## src/rtl/fetch_pkg.sv

```systemverilog
// Shared types and constants for the instruction fetch queue.
package fetch_pkg;

  localparam int unsigned INSTR_W = 32;
  localparam int unsigned PC_W    = 32;
  localparam int unsigned PC_STEP = 4;

  typedef enum logic [1:0] {
    IDLE  = 2'd0,
    REQ   = 2'd1,
    DRAIN = 2'd2
  } fetch_state_t;

  typedef struct packed {
    logic [PC_W-1:0]    pc;
    logic [INSTR_W-1:0] instr;
  } fetch_entry_t;

  // Word-align a fetch address; the low two bits never reach memory.
  function automatic logic [PC_W-1:0] align_pc(input logic [PC_W-1:0] pc);
    return pc & ~PC_W'(3);
  endfunction

endpackage

```

## src/rtl/fetch_fifo.sv

```systemverilog
// Synchronous FIFO of {pc, instr} entries; flush wins over push in the same cycle.
module fetch_fifo
  import fetch_pkg::*;
#(
  parameter  int unsigned DEPTH = 4,
  localparam int unsigned AW    = $clog2(DEPTH),
  localparam int unsigned CW    = $clog2(DEPTH) + 1
) (
  input  logic          clk_i,
  input  logic          rst_i,
  input  logic          push_i,
  input  fetch_entry_t  push_entry_i,
  input  logic          pop_i,
  input  logic          flush_i,
  output logic [CW-1:0] count_o,
  output logic          valid_o,
  output fetch_entry_t  head_o
);

  fetch_entry_t  mem_q [DEPTH];
  logic [AW-1:0] rd_ptr_q, rd_ptr_d;
  logic [AW-1:0] wr_ptr_q, wr_ptr_d;
  logic [CW-1:0] count_q, count_d;
  logic          valid_q;
  logic          wr_en_c;

  always_comb begin
    rd_ptr_d = rd_ptr_q;
    wr_ptr_d = wr_ptr_q;
    count_d  = count_q;
    wr_en_c  = 1'b0;
    if (flush_i) begin
      rd_ptr_d = '0;
      wr_ptr_d = '0;
      count_d  = '0;
    end else begin
      wr_en_c = push_i;
      if (push_i) wr_ptr_d = wr_ptr_q + AW'(1);
      if (pop_i)  rd_ptr_d = rd_ptr_q + AW'(1);
      count_d = count_q + CW'(push_i) - CW'(pop_i);
    end
  end

  always_ff @(posedge clk_i or negedge rst_i) begin
    if (!rst_i) begin
      rd_ptr_q <= '0;
      wr_ptr_q <= '0;
      count_q  <= '0;
      valid_q  <= 1'b0;
      for (int i = 0; i < int'(DEPTH); i++) mem_q[i] <= '0;
    end else begin
      rd_ptr_q <= rd_ptr_d;
      wr_ptr_q <= wr_ptr_d;
      count_q  <= count_d;
      valid_q  <= (count_d != '0);
      if (wr_en_c) mem_q[wr_ptr_q] <= push_entry_i;
    end
  end

  assign count_o = count_q;
  assign valid_o = valid_q;
  assign head_o  = mem_q[rd_ptr_q];

endmodule

```

## src/rtl/instr_fetch_queue.sv

```systemverilog
// Fetch stage: owns the fetch PC, issues one imem read at a time and buffers
// returned instructions for decode; redirects flush and restart fetch.
module instr_fetch_queue
  import fetch_pkg::*;
#(
  parameter  int unsigned     DEPTH    = 4,
  parameter  logic [PC_W-1:0] RESET_PC = 32'h0000_0000,
  localparam int unsigned     CW       = $clog2(DEPTH) + 1
) (
  input  logic               clk_i,
  input  logic               rst_i,
  input  logic               redirect_i,
  input  logic [PC_W-1:0]    redirect_pc_i,
  output logic               imem_req_o,
  output logic [PC_W-1:0]    imem_addr_o,
  input  logic               imem_ack_i,
  input  logic [INSTR_W-1:0] imem_data_i,
  output logic               instr_valid_o,
  output logic [INSTR_W-1:0] instr_o,
  output logic [PC_W-1:0]    instr_pc_o,
  input  logic               instr_ready_i
);

  fetch_state_t    state_q, state_d;
  logic [PC_W-1:0] fetch_pc_q, fetch_pc_d;
  logic [PC_W-1:0] pend_pc_q, pend_pc_d;
  logic            req_q, req_d;

  logic            push_c, flush_c, pop_c;
  logic            credit_idle_c, credit_push_c;
  logic [PC_W-1:0] redir_pc_c;
  logic [CW-1:0]   fifo_count;
  fetch_entry_t    push_entry, head;

  assign pop_c      = instr_valid_o & instr_ready_i;
  assign redir_pc_c = align_pc(redirect_pc_i);
  assign push_entry = '{pc: fetch_pc_q, instr: imem_data_i};

  // Occupancy after this edge must stay below DEPTH to launch another read.
  assign credit_idle_c = (32'(fifo_count) - 32'(pop_c)) < DEPTH;
  assign credit_push_c = (32'(fifo_count) - 32'(pop_c) + 32'd1) < DEPTH;

  always_comb begin
    state_d    = state_q;
    fetch_pc_d = fetch_pc_q;
    pend_pc_d  = pend_pc_q;
    push_c     = 1'b0;
    flush_c    = 1'b0;
    unique case (state_q)
      IDLE: begin
        if (redirect_i) begin
          flush_c    = 1'b1;
          fetch_pc_d = redir_pc_c;
          state_d    = REQ;
        end else if (credit_idle_c) begin
          state_d = REQ;
        end
      end
      REQ, DRAIN: begin
        if (redirect_i) begin
          flush_c = 1'b1;
          // An ack landing with the redirect is dropped and the new PC issues at once.
          if (imem_ack_i) begin
            fetch_pc_d = redir_pc_c;
            state_d    = REQ;
          end else begin
            pend_pc_d = redir_pc_c;
            state_d   = DRAIN;
          end
        end else if (imem_ack_i) begin
          if (state_q == DRAIN) begin
            fetch_pc_d = pend_pc_q;
            state_d    = REQ;
          end else begin
            push_c     = 1'b1;
            fetch_pc_d = fetch_pc_q + PC_W'(PC_STEP);
            state_d    = credit_push_c ? REQ : IDLE;
          end
        end
      end
      default: state_d = IDLE;
    endcase
    req_d = (state_d != IDLE);
  end

  always_ff @(posedge clk_i or negedge rst_i) begin
    if (!rst_i) begin
      state_q    <= IDLE;
      fetch_pc_q <= RESET_PC;
      pend_pc_q  <= RESET_PC;
      req_q      <= 1'b0;
    end else begin
      state_q    <= state_d;
      fetch_pc_q <= fetch_pc_d;
      pend_pc_q  <= pend_pc_d;
      req_q      <= req_d;
    end
  end

  fetch_fifo #(
    .DEPTH (DEPTH)
  ) u_fifo (
    .clk_i        (clk_i),
    .rst_i        (rst_i),
    .push_i       (push_c),
    .push_entry_i (push_entry),
    .pop_i        (pop_c),
    .flush_i      (flush_c),
    .count_o      (fifo_count),
    .valid_o      (instr_valid_o),
    .head_o       (head)
  );

  assign imem_req_o  = req_q;
  assign imem_addr_o = fetch_pc_q;
  assign instr_o     = head.instr;
  assign instr_pc_o  = head.pc;

endmodule

```

## config.mk

```make
export PLATFORM = sky130hd
export DESIGN_NAME = instr_fetch_queue
export DESIGN_NICKNAME = d
export VERILOG_FILES = /design/src/rtl/fetch_pkg.sv /design/src/rtl/fetch_fifo.sv /design/src/rtl/instr_fetch_queue.sv
export SDC_FILE = /design/constraint.sdc
export NUM_CORES = 1
export LEC_CHECK = 0
export ABC_CLOCK_PERIOD_IN_PS = 3000
export BUFFER_PORTS_ARGS = -buffer_cell sky130_fd_sc_hd__buf_4
export CORE_MARGIN = 4
export CORE_UTILIZATION = 54
export CTS_CLUSTER_DIAMETER = 120
export DETAILED_ROUTE_END_ITERATION = 10
export PLACE_DENSITY_LB_ADDON = 0.05
export SLEW_MARGIN = 5
export SYNTH_ARGS = -nofsm -noshare
export SYNTH_HDL_FRONTEND = slang
export SYNTH_HIERARCHICAL = 1
export SYNTH_SLANG_ARGS = --single-unit
```

## constraint.sdc

```tcl
create_clock -name clk_i -period 3 [get_ports clk_i]
set_clock_uncertainty 0.15 [all_clocks]
set_input_delay 0.6 -clock clk_i [delete_from_list [all_inputs] [get_ports clk_i]]
set_output_delay 0.6 -clock clk_i [all_outputs]
set_load 0.005 [all_outputs]
```

After elaboration in Yosys (flattened, before gate mapping)

Cells that the tools add are included.

Word-level logic and storage cells: 79
Input bits: 69
ROM bits: 0
Bits in registers: 329
Output and inout bits: 98
Memories: 0
RAM bits: 0
Bits in latches: 0

Multiplexer cells: 32
Magnitude comparators: 5
Multiply operators: 0
Divide/modulo/power cells: 0
Shift-type cells: 0
Equal/unequal tests: 4
Bitwise logic cells: 4
Reduce and logical (&&, ||, !) cells: 11
$add $sub $neg: 7

Operator list:

| operator                                            | count |
|---|---|
| bitwise mux 256 bit                                 | 1 |
| two-way mux 64 bit                                  | 3 |
| two-way mux 32 bit                                  | 5 |
| binary-select mux 64 bit (select 2 bit)             | 1 |
| demux 64 bit (select 2 bit)                         | 1 |
| < comparator 32 x 3 -> 1 bit, second input constant | 2 |
| one-hot mux 32 bit (2 select lines)                 | 1 |
| adder 32 x 3 -> 32 bit, second input constant       | 1 |
| two-way mux 2 bit                                   | 9 |
| two-way mux 1 bit                                   | 9 |
| nonzero test 2 bit                                  | 4 |
| >= comparator 3 bit, second input constant          | 2 |
| inverter 2 -> 3 bit                                 | 2 |
| AND reduction 3 bit                                 | 2 |
| adder 4 x 2 -> 5 bit, second input constant         | 1 |
| adder 2 x 1 -> 2 bit, second input constant         | 2 |
| inequality test 2 bit, second input constant        | 2 |
| one-hot mux 2 bit (2 select lines)                  | 1 |
| subtractor 3 x 1 -> 4 bit                           | 1 |
| adder 3 x 1 -> 3 bit                                | 1 |
| < comparator 3 x 1 -> 1 bit, second input constant  | 1 |
| two-way mux 3 bit                                   | 1 |
| nonzero test 3 bit                                  | 1 |
| OR reduction 3 bit                                  | 1 |
| 8 further kinds                                     | 8 |

Logic depth before layout (Yosys ltp)

Depth in word-level cells: 10
Gate-level depth with buffers: 12
Depth with buffers taken out: 9

By module

The synthesis kept the hierarchy.

By module, submodules not included:

| module            | times used | seq. area each (µm²) | cells an instance | area each (µm²) |
|---|---|---|---|---|
| fetch_fifo        | 1          | 6606.3               | 660               | 12348.1 |
| instr_fetch_queue | 1          | 1576.5               | 412               | 3786.1 |

Least setup slack after synthesis

No wires, ideal clock.

Path kind: flip-flop to flip-flop
From: register state_q[0]
To: register u_fifo/mem_q[50] (netlist name)
Slack: 220 ps
Buffers on the path: 6
Stages on the path, launching flop included: 13
Library setup time: 125 ps
Data arrival time: 2505 ps
Clock period less this slack: 2780 ps
Data required time: 2725 ps
Cells stage by stage: dfrtp_1 > inv_1 > ha_1 > nand2b_1 > buf_2 > clkbuf_1 > buf_1 > nor2_1 > buf_4 > nand3b_1 > buf_6 > buf_6 > mux2_2

Cells in the longest elaborated chain, start to end: 6
Elaborated cells between the ends (all ways): 11
Those cells by class: eq/ne: 2; mux: 6; reduce/logical: 3

RTL lines:

| element                         | line                                             | RTL |
|---|---|---|
| from (decl)                     | instr_fetch_queue.sv:24                          | `fetch_state_t state_q, state_d;` |
| from (signal assigned)          | instr_fetch_queue.sv:93                          | `state_q <= state_d;` |
| == test 2 bit                   | instr_fetch_queue.sv:49, instr_fetch_queue.sv:71 |  |
| two-way mux 1 bit               | instr_fetch_queue.sv:71                          | `if (state_q == DRAIN) begin` |
| two-way mux 1 bit               | instr_fetch_queue.sv:70                          | `end else if (imem_ack_i) begin` |
| two-way mux 1 bit               | instr_fetch_queue.sv:60                          | `if (redirect_i) begin` |
| two-way mux 1 bit (*)           | instr_fetch_queue.sv:49                          | `unique case (state_q)` |
| named net push_c                | instr_fetch_queue.sv:29                          | `logic push_c, flush_c, pop_c;` |
| two-way mux 1 bit (*)           | fetch_fifo.sv:32                                 | `if (flush_i) begin` |
| to (signal, indexed assignment) | fetch_fifo.sv:56                                 | `if (wr_en_c) mem_q[wr_ptr_q] <= push_entry_i;` |
| to (decl)                       | fetch_fifo.sv:20                                 | `fetch_entry_t mem_q [DEPTH];` |

Mark *: on every way through the listed nets, which the timed path passes. The rest lies on a longest branch.
A chain may end at the register's enable or synchronous reset.

Final worst setup path

From: register u_fifo.rd_ptr_q[0]
To: output port instr_o[31]

Cells in the longest elaborated chain, start to end: 4

RTL lines:

| element                                                | line                    | RTL |
|---|---|---|
| from (decl)                                            | fetch_fifo.sv:21        | `logic [AW-1:0] rd_ptr_q, rd_ptr_d;` |
| from (signal assigned)                                 | fetch_fifo.sv:52        | `rd_ptr_q <= rd_ptr_d;` |
| inverter 2 -> 3 bit (not written as such)              | fetch_fifo.sv:62        | `assign head_o = mem_q[rd_ptr_q];` |
| binary-select mux 64 bit (select 2 bit)                | fetch_fifo.sv:62        |  |
| two-way mux 64 bit (not written as such) (2 in series) | fetch_fifo.sv:62        |  |
| to (decl)                                              | instr_fetch_queue.sv:19 | `output logic [INSTR_W-1:0] instr_o,` |

Every way passes these cells. The select of a mux whose other input is x is not followed.

==> results.cfg <==
[status]
status = finished, final reports clean

[yosys]
yosysTopAreaCell = dfrtp_1
synth_warnings = 6
yosysSeqAreaShare_pct = 50.7
synth_area_per_cell_um2 = 15.1
ys_types = 65
ys_top_cells_by_area = dfrtp_1 51%, mux2_4 14%, mux4_2 8.9%
synth.ff_latch_count = 327
synth_edf_count = 0
synth-main-ff-cell = dfrtp_1
async_flop_share_pct = 100
netlist.area_leader.share_pct = 50.7
synth_cells = 1072
synth_area_um2 = 16100

[route]
avgViaCountPerCell = 5.76
drt-total-wl_um = 34900
avgRoutedWirePerCell_um = 20.9
ant_nets = 0
firstDrtPassIters = 4
via_count = 9585
drt-initial-drc-count = 519
drc = 0

[place]
placed_area_um2 = 17700
port_buffers = 162
hpwlAfterDp_um = 22400
placed_cells = 1603
globalplace.congestion = 0.801

[worst_setup_path]
arrival_ns = 2.02
crit_path_start_kind = flop
critPathSlowestCell = mux4_2
critPathMaxFanout = 22
cp-end-kind = output pin
crit_path_cell_trace = buf_12 > mux4_2 > buf_4
worst_path_largest_cell_delay_ns = 0.55
critical_path_class = reg -> out
cp.required_ns = 2.25
r2r_cells = 8
ff2ff_setup_slack_ns = 0.46

[finish]
antenna_cells = 0
drive_above_1_share_pct = 47.6
fillers = 2259
final_nets = 1336
stdcell_count = 1665
seqCellArea_um2 = 8190
multi_input_comb_area_um2 = 7200
area_growth_pct = 17.1
final_cell_area_um2 = 18900

[grt]
top_usage_layer = met2
grt_pass1_wl_um = 56600
grtUsageTotal_pct = 21.3
met1_usage_pct = 30.7
use_met2_pct = 34.4
grt_max_degree = 77
grt_use_met3_pct = 3.30
grt_pass1_vias = 10093
antenna_found_initial = 0
grt.overflow.total = 0

[pwr]
powerDensity_nw_per_um2 = 961
finalPower_w = 0.0182
ir_drop_mv = 1.10
power.leakage_nw = 9.28

[floorplanning]
die_w_um = 181
num_io_pins = 167
dieArea_um2 = 32700
core-area_um2 = 29600
row_count = 63
die_h_um = 181
start_util_pct = 54.6

[timing]
layout_min_cycle_time_ns = 2.77
finalCritPeriodShare_pct = 92.2
hold_viol_final = 0
setup_tns_ns = 0
slew_headroom_pct = 54.4
worst_pin_slew_ns = 0.678
rsz0062_at_grt = no
slew_viol_final = 0
fmax_ghz = 0.361
setup_viol = 0

[clock_network]
cts_sinks = 327
clockBufferDepth = 3
cts_tree = built
insertion_delay_ns = 0.51
cts_buffers = 36
cts-root-buf = clkbuf_16
h-tree-depth = 2
clk_pin_slew_worst_paths_ns = 0.06

[job]
cap_viol_max_count = 0

[worst_hold_path]
hold_path.class = in -> reg
min_path_cells = 2
## placed cells by master (no fill, tap or decap), drive strengths merged, types with 11 or more instances in the layout
cell and instances:
clkbuf 50, nand2 39, ha 12, inv 23, mux4 64, nor3 11, buf 206, nand3 25
a21oi 34, dfrtp 327, o21ai 24, nor2 34, mux2 286
## report_power, final
| group | internal, W | leakage [nW] | total [W] | switching, W |
|---|---|---|---|---|
| Clock | 0.00257 | 0.564 | 0.00427 | 0.00170 |
| Sequential | 0.00573 | 4.30 | 0.00688 | 0.00115 |
| Combinational | 0.00414 | 4.42 | 0.00701 | 0.00287 |
## what timing repair did
action                                  in CTS  in global routing
gates resized for setup                      0                  0
hold buffers                                 1                  0
endpoints found under the setup margin       7                  0
setup buffers                                2                  0
hold endpoints to repair                    39                  0
## final cells by class
cell class,count,share of cell area (%)
Inverter,22,0.437
Timing Repair Buffer,207,9.54
Multi-Input combinational cell,660,38.1
Clock buffer,50,5.48
Tap cell,390,2.58
Sequential cell,327,43.3
Clock inverter,9,0.523
## registers in the layout (all words and copies together) (netlist names), 2 cells and up
register	count
imem_addr_o	30
pend_pc_q	30
state_q	2
u_fifo/count_o	3
u_fifo/mem_q	256
u_fifo/rd_ptr_q	2
u_fifo/wr_ptr_q	2
## cells in the mapped netlist, types with 12 or more instances
cell type / number
nand3_1: 23
mux2_1: 14
mux4_2: 64
nand2_1: 39
ha_1: 12
buf_12: 15
o21ai_0: 15
mux2_4: 148
a21oi_1: 34
mux2_2: 124
inv_1: 22
nor2_1: 34
clkbuf_1: 20
dfrtp_1: 327
buf_6: 17
## critical path, delay by kind of cell (launching register included)
family   cells  cell delay, ns
buf+inv      2            0.42
flops        1            0.54
mux          1            0.55
## final timing paths
| path | to | start |
|---|---|---|
| max | instr_o[31] | u_fifo/rd_ptr_q[0]$_DFFE_PN0P_ |
| min | pend_pc_q[26]$_DFFE_PN0P_ | redirect_pc_i[26] |
| max reg2reg | u_fifo/mem_q[87]$_DFFE_PN0P_ | state_q[1]$_DFF_PN0_ |
| min reg2reg | u_fifo/mem_q[103]$_DFFE_PN0P_ | u_fifo/mem_q[103]$_DFFE_PN0P_ |
| max in group asynchronous | u_fifo/mem_q[124]$_DFFE_PN0P_ | rst_i |
| min in group asynchronous | u_fifo/mem_q[160]$_DFFE_PN0P_ | rst_i |
## cells by family after synthesis
logic type,after synthesis,share of synthesized area (%)
AND/OR/NAND/NOR,153,5.05
buffers and inverters,94,4.90
flip-flops,327,50.7
adder cells (fa/ha/maj),13,1.05
multiplexers,359,32.9
XOR/XNOR,15,0.900
other,1,0.0232
AO/OA/AOI/OAI,110,4.46
## stage by stage
stage / utilization (%) / setup slack, ns / hold slack, ns
2_1_floorplan: - / 0.220 / 0.154
3_3_place_gp: 60.0 / 0.280 / 0.319
3_5_place_dp: 60.0 / 0.278 / 0.327
4_1_cts: 63.9 / 0.187 / 0.161
5_1_grt: 63.9 / 0.158 / 0.171
6_report: 63.9 / 0.233 / 0.181
## metal layers
layer,vias up,wire length [um]
met3,57,1710
met5,-,0
met1,4975,16000
met2,241,16500
li1,4312,-
met4,0,659
No activity file was read; power rests on OpenSTA's default activity.
